[src/rtl/sram_port_arbiter.sv]
// sram_port_arbiter: shares one SRAM port among three requesters with round-robin,
// burst-bounded ownership and returns each read word to its issuer through a tag pipeline.
module sram_port_arbiter #(
   parameter int READ_LATENCY = 2,
   parameter int MAX_BURST    = 16
) (
   input  logic        i_clock,
   input  logic        i_reset,
   input  logic [2:0]  i_req,
   input  logic [2:0]  i_we_n,
   input  logic [53:0] i_address,
   input  logic [47:0] i_write_data,
   output logic [2:0]  o_grant,
   output logic [2:0]  o_read_valid,
   output logic [15:0] o_read_data,
   output logic [17:0] o_sram_address,
   output logic [15:0] o_sram_write_data,
   output logic        o_sram_we_n,
   input  logic [15:0] i_sram_read_data
);
   localparam int CW = (MAX_BURST > 1) ? $clog2(MAX_BURST) : 1;
   localparam int PD = READ_LATENCY + 1;
   localparam logic [CW-1:0] LAST_CNT = CW'(MAX_BURST - 1);

   logic [2:0]         r_grant;
   logic [CW-1:0]      r_count;
   logic [1:0]         r_last;
   logic [PD-1:0]      r_tag_v;
   logic [PD-1:0][1:0] r_tag_p;
   logic [2:0]         r_read_valid;
   logic [15:0]        r_read_data;
   logic [17:0]        r_sram_addr;
   logic [15:0]        r_sram_wd;
   logic               r_sram_we_n;
   logic               w_accept;
   logic               w_others;
   logic               w_keep;
   logic [1:0]         w_port;
   logic [1:0]         w_p1;
   logic [1:0]         w_p2;
   logic [2:0]         w_pick_rot;
   logic [2:0]         w_pick_arb;
   logic [2:0]         w_grant_nxt;
   logic [CW-1:0]      w_count_nxt;
   logic [17:0]        w_addr;
   logic [15:0]        w_wdata;

   // The owner is always the last granted port, so rotation searches last+1, last+2.
   always_comb begin
      w_port      = r_grant[2] ? 2'd2 : r_grant[1] ? 2'd1 : 2'd0;
      w_accept    = |(r_grant & i_req);
      w_others    = |(i_req & ~r_grant);
      w_p1        = (r_last == 2'd2) ? 2'd0 : r_last + 2'd1;
      w_p2        = (w_p1 == 2'd2) ? 2'd0 : w_p1 + 2'd1;
      w_pick_rot  = i_req[w_p1] ? 3'b001 << w_p1 : i_req[w_p2] ? 3'b001 << w_p2 : 3'b000;
      w_pick_arb  = (w_pick_rot != 3'b000) ? w_pick_rot : i_req[r_last] ? 3'b001 << r_last : 3'b000;
      w_keep      = w_accept && (r_count != LAST_CNT || !w_others);
      w_grant_nxt = w_keep ? r_grant : w_accept ? w_pick_rot : w_pick_arb;
      w_count_nxt = (w_keep && r_count != LAST_CNT) ? r_count + 1'b1 : '0;
      w_addr      = (w_port == 2'd2) ? i_address[53:36] : (w_port == 2'd1) ? i_address[35:18] : i_address[17:0];
      w_wdata     = (w_port == 2'd2) ? i_write_data[47:32] : (w_port == 2'd1) ? i_write_data[31:16] : i_write_data[15:0];
   end

   always_ff @(posedge i_clock) begin
      if (i_reset) begin
         r_grant      <= '0;
         r_count      <= '0;
         r_last       <= 2'd2;
         r_tag_v      <= '0;
         r_tag_p      <= '0;
         r_read_valid <= '0;
         r_read_data  <= '0;
         r_sram_addr  <= '0;
         r_sram_wd    <= '0;
         r_sram_we_n  <= 1'b1;
      end else begin
         r_grant      <= w_grant_nxt;
         r_count      <= w_count_nxt;
         r_last       <= w_grant_nxt[0] ? 2'd0 : w_grant_nxt[1] ? 2'd1 : w_grant_nxt[2] ? 2'd2 : r_last;
         r_sram_we_n  <= w_accept ? i_we_n[w_port] : 1'b1;
         if (w_accept) begin
            r_sram_addr <= w_addr;
            r_sram_wd   <= w_wdata;
         end
         r_tag_v      <= {r_tag_v[PD-2:0], w_accept & i_we_n[w_port]};
         r_tag_p      <= {r_tag_p[PD-2:0], w_port};
         r_read_valid <= r_tag_v[PD-1] ? 3'b001 << r_tag_p[PD-1] : 3'b000;
         if (r_tag_v[PD-1]) r_read_data <= i_sram_read_data;
      end
   end

   assign o_grant           = r_grant;
   assign o_read_valid      = r_read_valid;
   assign o_read_data       = r_read_data;
   assign o_sram_address    = r_sram_addr;
   assign o_sram_write_data = r_sram_wd;
   assign o_sram_we_n       = r_sram_we_n;
endmodule

[config.mk]
export PLATFORM = sky130hd
export DESIGN_NAME = sram_port_arbiter
export DESIGN_NICKNAME = d
export VERILOG_FILES = /design/src/rtl/sram_port_arbiter.sv
export SDC_FILE = /design/constraint.sdc
export NUM_CORES = 1
export LEC_CHECK = 0
export BUFFER_PORTS_ARGS = -buffer_cell sky130_fd_sc_hd__buf_2
export CAP_MARGIN = 20
export CORE_UTILIZATION = 35
export DETAILED_ROUTE_END_ITERATION = 6
export GPL_ROUTABILITY_DRIVEN = 0
export PLACE_DENSITY_LB_ADDON = 0.08
export SYNTH_ARGS = -nofsm -noshare
export SYNTH_HDL_FRONTEND = slang
export SYNTH_SLANG_ARGS = --single-unit
[constraint.sdc]
create_clock -name i_clock -period 1.58 [get_ports i_clock]
set_input_delay 0.158 -clock i_clock [delete_from_list [all_inputs] [get_ports i_clock]]
set_output_delay 0.158 -clock i_clock [all_outputs]
set_load 0.01 [all_outputs]
==> flow_metrics.tcl <==
set metrics [dict create \
    grtUsageTotal_pct 18.69 \
    path_clk_slew_ns 0.09 \
    finalCritPeriodShare_pct 93.71 \
    p_seq_share_pct 40.0 \
    fin_util_pct 52.39 \
    yosysUniqueCellTypes 37 \
    routed_wl_um 8747 \
    drc 0 \
    vias 3256 \
    dp_cells 649 \
    ir_worst_vdd_mv 0.5463 \
    areaGrowthSynthToFinish_pct 42.70 \
    grt_start_max_net_pins 37 \
    p_int_w 0.003713 \
    ys_top_cells_by_area "dfxtp_1, mux2i_1, nand2_1, o211ai_1, a21oi_1" \
    drtIter0Drc 101 \
    p_comb_share_pct 21.7 \
    ioPinCount 183 \
    yosysWarnings 0 \
    status "completed" \
    die_y_um 98.58 \
    cp_slowest_stage_delay_ns 0.38 \
    worst_slew_pin_slew_ns 0.4095 \
    ys_seq_elements 72 \
    start_util_pct 36.72 \
    design.core.area_um2 8891 \
    synth_nets 503 \
    wl_per_cell_um 13.13 \
    cp_slowest_cell "dfxtp_2" \
    syn_avg_cell_area_um2 8.682 \
    cellLeakagePower_nw 2.119 \
    cp.required_ns 1.83 \
    tns_ns 0 \
    gr-total-overflow 0 \
    portBuffers 182 \
    path_class "reg2reg" \
    rsz0062_at_grt "false" \
    final_nets 680 \
    root_buffer "clkbuf_8" \
    die_w_um 98.58 \
    syn_area_um2 3264 \
    fmax_ghz 0.6754 \
    crit_chain "ha_4, nand3_2, a31o_1, a221o_1, a32oi_1" \
    grt_pass1_vias 3247 \
    h-tree-depth 3 \
    cts_tree "built" \
    dr.pass1.iters 4 \
    dp_hpwl_um 6657 \
    viasPerCell 4.889 \
    setup_violations 0 \
    clock_skew_ns 0.007755 \
    cts_buffer_depth 2 \
    grt_pass1_wl_um 14680 \
    synthCells 376 \
    hold_buffers 0 \
    drive_above_1_share_pct 40.32 \
    p_clk_share_pct 38.3 \
    fin_cells 666 \
    numCtsBuffers 9 \
    ant_nets 0 \
    relSlewSlack_pct 72.70 \
    p_sw_w 0.001396 \
    crit_fanout 4 \
    drv_cap 0 \
    cts_sinks 72 \
    n_antenna_cell 0 \
    crit_family "compound AO/OA/AOI/OAI gates" \
    min_period_ns 1.481 \
    synth_top_area_share_pct 44.15 \
    endpoint_kind "register" \
    switching_share_pct 27.33 \
    critical_path_arrival_ns 1.73 \
    startpoint_type "register" \
    antenna_found_initial 0 \
    cp_num_buf_inv 0 \
    hp-class "in2reg" \
    total_power_w 0.005110 \
    synth_area_leader_cell "dfxtp_1" \
    clkLatencyLatePin_ns 0.34 \
    rows 34 \
    hold_viol_final 0 \
    slew_violations 0 \
    synth-seq-area-share_pct 44.15 \
    die-area_um2 9717 \
    power_density_nw_per_um2 1097 \
]
per-layer routing:
layer | track usage [%] | vias up | wire (um)
met4 | 5.970 | 0 | 70
met1 | 21.77 | 1466 | 3713
met2 | 34.13 | 103 | 4488
met3 | 3.972 | 8 | 474
li1 | - | 1679 | -
met5 | 0 | - | 0
cell usage after synthesis, drive strengths merged:
| cell type | instances |
|---|---|
| nand3 | 5 |
| o211ai | 35 |
| o21ai | 5 |
| or4 | 1 |
| mux2i | 51 |
| o21ba | 1 |
| buf | 19 |
| or2b | 1 |
| and3 | 1 |
| a221o | 1 |
| dfxtp | 72 |
| a222oi | 1 |
| a21oi | 41 |
| nor3b | 1 |
| nand2 | 72 |
| and2 | 1 |
| o221ai | 1 |
| o2111ai | 1 |
| clkinv | 1 |
| nor4bb | 2 |
| o21bai | 1 |
| inv | 1 |
| nor2 | 22 |
| a22o | 1 |
| nor4b | 1 |
| a32oi | 1 |
| nand2b | 3 |
| clkbuf | 15 |
| o22ai | 2 |
| a31o | 1 |
| a22oi | 1 |
| nor3 | 2 |
| a31oi | 2 |
| nor2b | 8 |
| ha | 1 |
| xnor2 | 1 |
power by group through the flow:
stage | logic [W] | registers (W) | clock network (W)
4_1_cts | 0.00110 | 0.00204 | 0.00200
5_1_grt | 0.00124 | 0.00207 | 0.00209
3_3_place_gp | 0.00109 | 0.00208 | 0
6_report | 0.00111 | 0.00204 | 0.00196
3_5_place_dp | 0.00109 | 0.00208 | 0
2_1_floorplan | 0.000608 | 0.00211 | 0
stage by stage:
stage	setup slack, ns	cell area, um^2	hold WS, ns
finish	0.09940	4658	0.05167
global route	0.003290	4658	0.03808
CTS	0.007232	4612	0.03968
detailed placement	0.01605	4333	0.3990
global placement	0.1239	4333	0.3932
floorplan	0.09155	3264	0.2952
final timing paths:
check                            from        endpoint  slack, ns  cells after the start
setup / recovery           r_count[0]       r_last[1]        0.1                      5
hold reg to reg            r_tag_p[3]      r_tag_p[5]       0.44                      1
hold / removal    i_sram_read_data[4]  o_read_data[4]       0.05                      3
setup reg to reg           r_count[0]       r_last[1]        0.1                      5
timing repair:
| item | in CTS | in global routing |
|---|---|---|
| endpoints found under the hold margin | 0 | 0 |
| endpoints found under the setup margin | 1 | 21 |
| resized for setup | 2 | 9 |
| pin swaps | 0 | 2 |
| buffers inserted | 0 | 1 |
worst min-delay path: stages:
cell	delay [ns]
buf_2	0.08
mux2i_1	0.05
nor2_1	0.07
sequential cells by signal, indices dropped and copies added, names as in the netlist:
name               count
o_grant                3
o_read_data           16
o_read_valid           3
o_sram_address        18
o_sram_we_n            1
o_sram_write_data     16
r_count                4
r_last                 2
r_tag_p                6
r_tag_v                3
layout make-up:
type | instances | area, um^2
clock buffer | 9 | 123.9
clock inverter | 7 | 151.4
fill | 892 | 4233
inverter | 2 | 7.507
multi-input combinational | 268 | 1683
sequential | 72 | 1449
tap | 108 | 135.1
timing repair buffer | 200 | 1109
cells in the final DEF (no fill, tap or decap), types with 4 or more instances in the layout:
master       n
dfxtp_1     68
bufinv_16    4
o211ai_1    35
nor2b_1      8
nand3_1      4
o21ai_0      5
clkbuf_8     9
buf_2      182
mux2i_1     51
nand2_1     72
buf_4       13
buf_12       5
a21oi_1     41
nor2_1      22
logic make-up after synthesis:
family	after synthesis	synth area share, %
AOI/OAI and AO/OA	95	18.59
buffers and inverters	36	5.021
xor gates and xnor gates	1	0.2684
and+or+nand+nor	120	15.95
muxes	51	15.64
DFF	72	44.15
adders and majority gates	1	0.3832
Power figures use the tool's default switching activity.
